--- src/rtl/uart_reg_responder_if.sv ---
// Byte-level link between the UART core and the register responder.
// The master side is the UART (receiver strobes and transmitter status);
// the slave side is the responder that consumes bytes and requests transmits.
interface uart_reg_responder_if;
  logic [7:0] rx_data;
  logic       rx_complete;
  logic [1:0] rx_error_bit;
  logic [7:0] tx_din;
  logic       tx_wr_en;
  logic       tx_busy;

  modport master (
    output rx_data,
    output rx_complete,
    output rx_error_bit,
    output tx_busy,
    input  tx_din,
    input  tx_wr_en
  );

  modport slave (
    input  rx_data,
    input  rx_complete,
    input  rx_error_bit,
    input  tx_busy,
    output tx_din,
    output tx_wr_en
  );
endinterface

--- src/rtl/uart_reg_responder.sv ---
// Register-access command responder sitting behind a UART.
// Parses A5/CMD/ADDR/DATA/CHK frames, executes a read or write on a small
// register bank (register 0 is a fixed ID), and answers with a 5A/STATUS/
// RDATA/RCHK frame through the transmitter's one-cycle write handshake.
module uart_reg_responder #(
  parameter int         NUM_REGS       = 8,
  parameter logic [7:0] ID_VALUE       = 8'hC5,
  parameter int         TIMEOUT_CYCLES = 100000
) (
  input  logic                  system_clk,
  input  logic                  reset_n,
  uart_reg_responder_if.slave   uart,
  output logic [8*NUM_REGS-1:0] regs_flat,
  output logic                  busy,
  output logic [7:0]            err_cnt
);

  localparam int TO_W = $clog2(TIMEOUT_CYCLES + 1);
  localparam logic [TO_W-1:0] TO_LAST = TO_W'(TIMEOUT_CYCLES - 1);

  localparam logic [3:0] ST_IDLE     = 4'd0;
  localparam logic [3:0] ST_GET_CMD  = 4'd1;
  localparam logic [3:0] ST_GET_ADDR = 4'd2;
  localparam logic [3:0] ST_GET_DATA = 4'd3;
  localparam logic [3:0] ST_GET_CHK  = 4'd4;
  localparam logic [3:0] ST_EXEC     = 4'd5;
  localparam logic [3:0] ST_TX_SEND  = 4'd6;
  localparam logic [3:0] ST_TX_GUARD = 4'd7;
  localparam logic [3:0] ST_TX_WAIT  = 4'd8;

  localparam logic [7:0] SOF_CMD   = 8'hA5;
  localparam logic [7:0] SOF_RESP  = 8'h5A;
  localparam logic [7:0] CMD_WRITE = 8'h01;
  localparam logic [7:0] CMD_READ  = 8'h02;

  localparam logic [7:0] STAT_OK      = 8'h00;
  localparam logic [7:0] STAT_BAD_CHK = 8'h01;
  localparam logic [7:0] STAT_BAD_CMD = 8'h02;
  localparam logic [7:0] STAT_BAD_ADR = 8'h03;

  logic [3:0]      state;
  logic [7:0]      cmd_q;
  logic [7:0]      addr_q;
  logic [7:0]      data_q;
  logic [7:0]      chk_q;
  logic [7:0]      status_q;
  logic [7:0]      rdata_q;
  logic [2:0]      tx_idx;
  logic [TO_W-1:0] to_cnt;
  logic [7:0]      bank [1:NUM_REGS-1];

  logic [7:0] rd_val;
  logic       addr_oob;
  logic [7:0] status_c;
  logic [7:0] rdata_c;
  logic [7:0] tx_byte;
  logic       rx_clean;
  logic       rx_bad;

  function automatic logic [7:0] sat_inc(input logic [7:0] v);
    return (v == 8'hFF) ? v : v + 8'd1;
  endfunction

  assign rx_clean = uart.rx_complete && (uart.rx_error_bit == 2'b00);
  assign rx_bad   = uart.rx_complete && (uart.rx_error_bit != 2'b00);
  assign addr_oob = ({1'b0, addr_q} >= 9'(NUM_REGS));

  // Expose the bank flat; slot 0 is the constant ID, the rest are storage
  assign regs_flat[7:0] = ID_VALUE;
  for (genvar g = 1; g < NUM_REGS; g++) begin : g_flat
    assign regs_flat[8*g +: 8] = bank[g];
  end

  // Read mux over the whole bank, including the ID slot
  always_comb begin
    rd_val = 8'h00;
    for (int i = 0; i < NUM_REGS; i++) begin
      if (addr_q == 8'(i)) rd_val = regs_flat[8*i +: 8];
    end
  end

  // Status decode in priority order: checksum, command, address range
  always_comb begin
    status_c = STAT_OK;
    if (chk_q != (cmd_q ^ addr_q ^ data_q))
      status_c = STAT_BAD_CHK;
    else if ((cmd_q != CMD_WRITE) && (cmd_q != CMD_READ))
      status_c = STAT_BAD_CMD;
    else if (addr_oob || ((cmd_q == CMD_WRITE) && (addr_q == 8'h00)))
      status_c = STAT_BAD_ADR;
    rdata_c = 8'h00;
    if (status_c == STAT_OK)
      rdata_c = (cmd_q == CMD_WRITE) ? data_q : rd_val;
  end

  // Pick the response byte indexed by how many bytes have gone out
  always_comb begin
    case (tx_idx)
      3'd0:    tx_byte = SOF_RESP;
      3'd1:    tx_byte = status_q;
      3'd2:    tx_byte = rdata_q;
      default: tx_byte = status_q ^ rdata_q;
    endcase
  end

  // Register bank: only an accepted write in EXEC changes it
  always_ff @(posedge system_clk or negedge reset_n) begin
    if (!reset_n) begin
      for (int i = 1; i < NUM_REGS; i++) bank[i] <= 8'h00;
    end else if ((state == ST_EXEC) && (status_c == STAT_OK) && (cmd_q == CMD_WRITE)) begin
      for (int i = 1; i < NUM_REGS; i++) begin
        if (addr_q == 8'(i)) bank[i] <= data_q;
      end
    end
  end

  // Frame parser, executor and response transmitter
  always_ff @(posedge system_clk or negedge reset_n) begin
    if (!reset_n) begin
      state         <= ST_IDLE;
      cmd_q         <= 8'h00;
      addr_q        <= 8'h00;
      data_q        <= 8'h00;
      chk_q         <= 8'h00;
      status_q      <= 8'h00;
      rdata_q       <= 8'h00;
      tx_idx        <= 3'd0;
      to_cnt        <= '0;
      busy          <= 1'b0;
      err_cnt       <= 8'h00;
      uart.tx_din   <= 8'h00;
      uart.tx_wr_en <= 1'b0;
    end else begin
      uart.tx_wr_en <= 1'b0;
      case (state)
        ST_IDLE: begin
          to_cnt <= '0;
          if (rx_clean && (uart.rx_data == SOF_CMD)) begin
            state <= ST_GET_CMD;
            busy  <= 1'b1;
          end
        end
        ST_GET_CMD, ST_GET_ADDR, ST_GET_DATA, ST_GET_CHK: begin
          if (rx_bad) begin
            state   <= ST_IDLE;
            busy    <= 1'b0;
            err_cnt <= sat_inc(err_cnt);
          end else if (rx_clean) begin
            to_cnt <= '0;
            case (state)
              ST_GET_CMD: begin
                cmd_q <= uart.rx_data;
                state <= ST_GET_ADDR;
              end
              ST_GET_ADDR: begin
                addr_q <= uart.rx_data;
                state  <= ST_GET_DATA;
              end
              ST_GET_DATA: begin
                data_q <= uart.rx_data;
                state  <= ST_GET_CHK;
              end
              default: begin
                chk_q <= uart.rx_data;
                state <= ST_EXEC;
              end
            endcase
          end else if (to_cnt == TO_LAST) begin
            state   <= ST_IDLE;
            busy    <= 1'b0;
            err_cnt <= sat_inc(err_cnt);
          end else begin
            to_cnt <= to_cnt + TO_W'(1);
          end
        end
        ST_EXEC: begin
          status_q <= status_c;
          rdata_q  <= rdata_c;
          if (status_c != STAT_OK) err_cnt <= sat_inc(err_cnt);
          if (!uart.tx_busy) begin
            uart.tx_din   <= SOF_RESP;
            uart.tx_wr_en <= 1'b1;
            tx_idx        <= 3'd1;
            state         <= ST_TX_SEND;
          end else begin
            tx_idx <= 3'd0;
            state  <= ST_TX_WAIT;
          end
        end
        ST_TX_SEND: begin
          state <= ST_TX_GUARD;
        end
        ST_TX_GUARD: begin
          state <= ST_TX_WAIT;
        end
        ST_TX_WAIT: begin
          if (!uart.tx_busy) begin
            if (tx_idx == 3'd4) begin
              state <= ST_IDLE;
              busy  <= 1'b0;
            end else begin
              uart.tx_din   <= tx_byte;
              uart.tx_wr_en <= 1'b1;
              tx_idx        <= tx_idx + 3'd1;
              state         <= ST_TX_SEND;
            end
          end
        end
        default: begin
          state <= ST_IDLE;
          busy  <= 1'b0;
        end
      endcase
    end
  end

endmodule

--- src/flat_wrapper.sv ---
// flat-port wrapper written by rule: the top's interface ports become plain ports
module uart_reg_responder_flat 
#(
  parameter int         NUM_REGS       = 8,
  parameter logic [7:0] ID_VALUE       = 8'hC5,
  parameter int         TIMEOUT_CYCLES = 100000
)
  (system_clk, reset_n, regs_flat, busy, err_cnt, uart_rx_data, uart_rx_complete, uart_rx_error_bit, uart_tx_busy, uart_tx_din, uart_tx_wr_en);
  uart_reg_responder_if uart_i ();
  input  logic system_clk;
  input  logic reset_n;
  output logic [8*NUM_REGS-1:0] regs_flat;
  output logic busy;
  output logic [7:0] err_cnt;
  input wire logic [$bits(uart_i.rx_data)-1:0] uart_rx_data;
  input wire logic [$bits(uart_i.rx_complete)-1:0] uart_rx_complete;
  input wire logic [$bits(uart_i.rx_error_bit)-1:0] uart_rx_error_bit;
  input wire logic [$bits(uart_i.tx_busy)-1:0] uart_tx_busy;
  output wire logic [$bits(uart_i.tx_din)-1:0] uart_tx_din;
  output wire logic [$bits(uart_i.tx_wr_en)-1:0] uart_tx_wr_en;
  assign uart_i.rx_data = uart_rx_data;
  assign uart_i.rx_complete = uart_rx_complete;
  assign uart_i.rx_error_bit = uart_rx_error_bit;
  assign uart_i.tx_busy = uart_tx_busy;
  assign uart_tx_din = uart_i.tx_din;
  assign uart_tx_wr_en = uart_i.tx_wr_en;
  uart_reg_responder #(.NUM_REGS(NUM_REGS), .ID_VALUE(ID_VALUE), .TIMEOUT_CYCLES(TIMEOUT_CYCLES)) u_core (.system_clk(system_clk), .reset_n(reset_n), .uart(uart_i), .regs_flat(regs_flat), .busy(busy), .err_cnt(err_cnt));
endmodule
--- config.mk ---
export PLATFORM = sky130hd
export DESIGN_NAME = uart_reg_responder_flat
export DESIGN_NICKNAME = d
export VERILOG_FILES = /design/src/rtl/uart_reg_responder_if.sv /design/src/rtl/uart_reg_responder.sv /design/src/flat_wrapper.sv
export SDC_FILE = /design/constraint.sdc
export NUM_CORES = 1
export LEC_CHECK = 0
export BUFFER_PORTS_ARGS = -buffer_cell sky130_fd_sc_hd__clkbuf_2
export CAP_MARGIN = 0
export CORE_MARGIN = 8
export CORE_UTILIZATION = 41
export CTS_CLUSTER_DIAMETER = 200
export DETAILED_ROUTE_END_ITERATION = 8
export GPL_TIMING_DRIVEN = 0
export PLACE_DENSITY_LB_ADDON = 0.15
export SKIP_CTS_REPAIR_TIMING = 1
export SYNTH_ARGS = -nofsm -noshare
export SYNTH_HDL_FRONTEND = slang
export SYNTH_SLANG_ARGS = --single-unit
--- constraint.sdc ---
create_clock -name system_clk -period 5.7 [get_ports system_clk]
set_clock_uncertainty 0.2 [all_clocks]
set_input_delay 1.14 -clock system_clk [delete_from_list [all_inputs] [get_ports system_clk]]
set_output_delay 1.14 -clock system_clk [all_outputs]
set_load 0.005 [all_outputs]
Word level (Yosys, flattened, before mapping)
Index checks and enable logic that the tools add are counted.
{"block": "classes", "n_lt_le_gt_ge": 1, "n_reduce_logical": 38, "addsub": 3, "n_mux": 52, "bitwise": 6, "eq_ne": 36}
{"operator": "8-bit 2-to-1 mux", "count": 20}
{"operator": "17-bit 2-to-1 mux", "count": 3}
{"operator": "17-bit case mux with 2 select lines", "count": 1}
{"operator": "8-bit by 3-bit == test with 1-bit output, second input constant", "count": 4}
{"operator": "8-bit case mux with 2 select lines", "count": 2}
{"operator": "4-bit 2-to-1 mux", "count": 6}
{"operator": "4-bit case mux with 6 select lines", "count": 1}
{"operator": "8-bit case mux with 3 select lines", "count": 1}
{"operator": "4-bit AND reduction", "count": 6}
{"operator": "8-bit XOR", "count": 3}
{"operator": "17-bit by 1-bit adder with 17-bit output, second input constant", "count": 1}
{"operator": "17-bit == test, second input constant", "count": 1}
{"operator": "4-bit by 3-bit == test with 1-bit output, second input constant", "count": 4}
{"operator": "8-bit by 1-bit == test with 1-bit output, second input constant", "count": 2}
{"operator": "8-bit by 2-bit == test with 1-bit output, second input constant", "count": 2}
{"operator": "8-bit == test, second input constant", "count": 2}
{"operator": "8-bit logical NOT", "count": 2}
{"operator": "2-bit AND reduction", "count": 7}
{"operator": "1-bit 2-to-1 mux", "count": 10}
{"operator": "2-bit inequality test, second input constant", "count": 5}
{"operator": "3-bit 2-to-1 mux", "count": 3}
{"operator": "3-bit case mux with 3 select lines", "count": 1}
{"operator": "3-bit AND reduction", "count": 3}
{"operator": "8-bit by 1-bit adder with 8-bit output, second input constant", "count": 1}
{"operator": "31 further kinds", "count": 45}
{"block": "word_totals", "elab_cells": 156, "ff_bits": 146}

Depth between registers and ports, before layout
{"block": "logic_depth", "ltp_word": 11, "ltp_mapped": 10}

Worst setup path after synthesis
Ideal clock, no wire load.
{"block": "synth_path", "path_type": "input to register", "startpoint": "in uart_rx_error_bit[1]", "endpoint": "reg u_core.to_cnt[16]", "cell_stages": 7, "t_arrival_ns": 2.986, "path_slack_ns": 2.432, "setup_time_ns": 0.083, "cell_sequence": "or3b_2 -> clkbuf_1 -> maj3_1 -> nor2_1 -> o21ai_0 -> or4_1 -> o21ai_0"}
{"block": "synth_via", "elab_chain_len": 5, "word_cells_on_any_way": 10, "cone_classes": "eq/ne: 2; mux: 3; reduce/logical: 5"}
{"element": "start: declaration", "line_no": "flat_wrapper.sv:17", "source": "input wire logic [$bits(uart_i.rx_error_bit)-1:0] uart_rx_error_bit;"}
{"element": "2-bit logical NOT", "line_no": "uart_reg_responder.sv:64", "source": "assign rx_clean = uart.rx_complete && (uart.rx_error_bit == 2'b00);"}
{"element": "1-bit logical AND", "line_no": "uart_reg_responder.sv:64"}
{"element": "17-bit 2-to-1 mux", "line_no": "uart_reg_responder.sv:148", "source": "end else if (rx_clean) begin"}
{"element": "17-bit 2-to-1 mux", "line_no": "uart_reg_responder.sv:144", "source": "if (rx_bad) begin"}
{"element": "17-bit case mux with 2 select lines", "line_no": "uart_reg_responder.sv:135", "source": "case (state)"}
{"element": "end signal: assignment", "line_no": "uart_reg_responder.sv:173", "source": "to_cnt <= to_cnt + TO_W'(1);"}
{"element": "end: declaration", "line_no": "uart_reg_responder.sv:49", "source": "logic [TO_W-1:0] to_cnt;"}
Parallel ways exist; a longest one is shown, timed or not. The select of a mux whose other input is x is not followed.
A chain may end at the register's enable or synchronous reset.

Worst setup path in the final report
{"block": "layout_path", "startpoint": "reg u_core.data_q[2]", "endpoint": "reg u_core.bank (netlist bit u_core.regs_flat[53])"}
{"block": "layout_via", "elab_chain_len": 7}
{"element": "start: declaration", "line_no": "uart_reg_responder.sv:44", "source": "logic [7:0] data_q;"}
{"element": "start signal: assignment", "line_no": "uart_reg_responder.sv:160", "source": "data_q <= uart.rx_data;"}
{"element": "8-bit XOR", "line_no": "uart_reg_responder.sv:85", "source": "if (chk_q != (cmd_q ^ addr_q ^ data_q))"}
{"element": "8-bit inequality test", "line_no": "uart_reg_responder.sv:85"}
{"element": "8-bit 2-to-1 mux", "line_no": "uart_reg_responder.sv:85"}
{"element": "8-bit logical NOT", "line_no": "uart_reg_responder.sv:110", "source": "end else if ((state == ST_EXEC) && (status_c == STAT_OK) && (cmd_q == CMD_WRITE)) begin"}
{"element": "1-bit logical AND (2 in a row)", "line_no": "uart_reg_responder.sv:110"}
{"element": "2-bit AND reduction (no line)"}
{"element": "end signal: indexed assignment", "line_no": "uart_reg_responder.sv:112", "source": "if (addr_q == 8'(i)) bank[i] <= data_q;"}
{"element": "end: declaration", "line_no": "uart_reg_responder.sv:50", "source": "logic [7:0] bank [1:NUM_REGS-1];"}
Every way passes these cells.

==> results.ini <==
[timing]
clock.fmax_ghz = 0.276
worstMarginPinSlew_ps = 1370
slew_headroom_pct = 8.65
layout_min_cycle_time_ps = 3630
setup_viol = 0
finalWorstSetupSlack_ps = 2070
whs_ps = 261
setup_tns_ps = 0
hold_viol = 0
min_period_over_period_pct = 63.6
rsz0062_at_grt = no
finalMaxSlewViolations = 0

[yosys]
synth_cell_type_count = 61
yosys_warnings = 0
yosysSeqAreaShare_pct = 49.2
synthCells = 653
syn_area_mm2 = 0.00713
ys_async_sr_fraction_pct = 100
yosys_register_bits = 140
synth_area_per_cell_um2 = 10.9
synth_ff_type = dfrtp_1
synth_enable_flop_cells = 0

[cts]
cts_made_buffers = 17
cts_buffer_depth = 2
clock_latency_ps = 430
cts.root.buffer_cell = clkbuf_16
cts_tree = built
cts.reportedPaths.clkPinSlew_ps = 60
clock_sinks = 140
cts_max_level = 4

[pwr]
vdd_ir_drop_max_uv = 251
power_leakage_uw = 0.00408
power.density_mw_per_mm2 = 414
fin_total_pwr_uw = 3540

[detailed_routing]
routed.top_layer = met4
dr_wl_met3_um = 931
drt-met1-wl_um = 8490
wl_met2_um = 9520
ant_nets = 0
drtIter0Drc = 288
route.detailed.drc = 0
via_count = 5476
wire_per_inst_um = 19.1
first_pass_iters = 4
vias_per_cell = 5.45
wl_um = 19200

[global_routing]
grt_usage_pct = 18.0
grt_overflow = 0
grt_pass1_wl_um = 31000
grt_antenna_before_repair = 0
grt_pass1_vias = 5723
grt_max_degree = 72

[setup_path]
r2r_setup_slack_ps = 2070
reg2reg_from = u_core.data_q[2]
critPathMaxFanout = 10
endpoint_kind = flip-flop
arrival_ps = 3730
cp_data_required_time_ps = 5800
path_class = flip-flop to flip-flop
r2r-end = u_core.regs_flat[53]
critPathLaunchType = flip-flop
r2r_cells = 7

[status]
outcome = finished, final reports clean

[cells_and_area]
final_nets = 786
final_common_cell = dfrtp_1
nFillCells = 1659
syn_to_final_growth_pct = 19.8
antenna_cells = 0
drive_gt1_share_pct = 29.9
layout_common_cells = dfrtp_1 (140), mux2_2 (86), clkbuf_2 (86)
finalNonFillerCells = 1004

[floorplan]
dieWidth_um = 148
dieArea_mm2 = 0.0219
core_mm2 = 0.0172
ioPinCount = 96
start_util_pct = 41.5
fp.dieH_um = 148
std_cell_rows = 48

[place]
dpl.hpwl_um = 13900
placedCellCount = 972
place_ws_ps = 1930
io_buffers = 87
gp_congestion = 0.872

[min_path]
min_from = u_core.uart.tx_din[5]
hold_depth = 2
hp-class = flip-flop to flip-flop
worst_hold_path.endpoint = u_core.uart.tx_din[5]

[flow_run]
maxCapViolations = 0

-- power by group --
part           switching, uW  internal, uW  total, uW
Combinational            655           435       1090
Sequential               121          1140       1260
Clock                    440           747       1190
-- layout make-up --
class	instances	area, um^2	share of cell area, %
sequential	140	3500	41.0
multi-input combinational	465	3390	39.8
timing repair buffer	88	472	5.53
clock buffer	19	443	5.19
tap	225	282	3.30
buffer	40	200	2.35
clock inverter	13	189	2.21
inverter	14	52.6	0.616
-- cell families (layout without fill, tap and decap cells) --
group                    after synthesis  after routing  synth area share (%)
AO/OA/AOI/OAI                        110            110                  10.0
XOR/XNOR                              45             45                  5.53
adder cells (fa/ha/maj)                7              7                  1.19
buffers and inverters                 54            174                  3.55
flip-flops                           140            140                  49.2
multiplexers                         101            101                  15.9
other                                  2              8                 0.105
AND/OR/NAND/NOR                      194            194                  14.5
-- worst max-delay path, cell delays in order, from the launching register on --
cell	delay, ps
dfrtp_1	320
clkbuf_1	410
xor2_1	160
a222oi_1	400
inv_1	70
nor4_1	720
nand4_1	720
mux2_2	500
-- registers in the layout, summed over array words and instances (netlist names) --
| register | cells |
|---|---|
| u_core.to_cnt | 17 |
| u_core.addr_q | 8 |
| u_core.err_cnt | 8 |
| u_core.cmd_q | 8 |
| u_core.busy | 1 |
| u_core.rdata_q | 8 |
| u_core.tx_idx | 3 |
| u_core.data_q | 8 |
| u_core.uart.tx_wr_en | 1 |
| u_core.regs_flat | 56 |
| u_core.uart.tx_din | 8 |
| u_core.status_q | 2 |
| u_core.chk_q | 8 |
| u_core.state | 4 |
-- cell usage after synthesis (3+ instances only) --
cell,count,area [um^2]
a211oi_1,5,37.5
a21o_1,3,22.5
a21oi_1,26,130
a221oi_1,5,43.8
a22o_1,3,26.3
a22oi_1,4,30.0
and3_1,8,50.1
buf_1,3,11.3
buf_2,7,35.0
buf_4,11,82.6
clkbuf_1,19,71.3
dfrtp_1,140,3500
ha_1,6,75.1
inv_1,14,52.6
mux2_2,86,968
mux2i_1,12,120
nand2_1,46,173
nand2b_1,3,18.8
nand3_1,23,115
nand4_1,8,50.1
nor2_1,52,195
nor2b_1,9,56.3
nor3_1,10,50.1
nor4_1,4,25.0
nor4_4,3,63.8
o2111ai_1,3,26.3
o211ai_1,3,22.5
o21ai_0,31,155
o221ai_1,5,43.8
o22ai_1,4,25.0
o2bb2ai_1,3,26.3
or3_1,5,31.3
or4_1,3,22.5
or4bb_1,3,33.8
xnor2_1,25,219
xor2_1,20,175
-- worst max-delay path by stage --
stage / from / to / slack (ps)
6_report: u_core.data_q[2] / u_core.regs_flat[53] / 2070
5_1_grt: u_core.data_q[2] / u_core.regs_flat[50] / 1790
4_1_cts: u_core.data_q[2] / u_core.regs_flat[53] / 2060
3_5_place_dp: uart_rx_complete / u_core.to_cnt[8] / 1930
3_3_place_gp: reset_n / u_core.regs_flat[18] / 990
2_1_floorplan: uart_rx_error_bit[1] / u_core.to_cnt[16] / 2430
-- per-stage QoR --
step	utilization, %	cell area [um^2]
6_report	49.7	8530
5_1_grt	49.7	8530
4_1_cts	49.7	8530
3_5_place_dp	46.0	7900
3_3_place_gp	45.8	7870
2_1_floorplan	-	7150
-- per-layer routing --
metal | vias up | track usage (%)
met5 | - | 0
met4 | 0 | 4.44
met3 | 19 | 5.01
met2 | 128 | 30.4
met1 | 2752 | 22.4
li1 | 2577 | -
No activity file was read; power rests on OpenSTA's default activity.
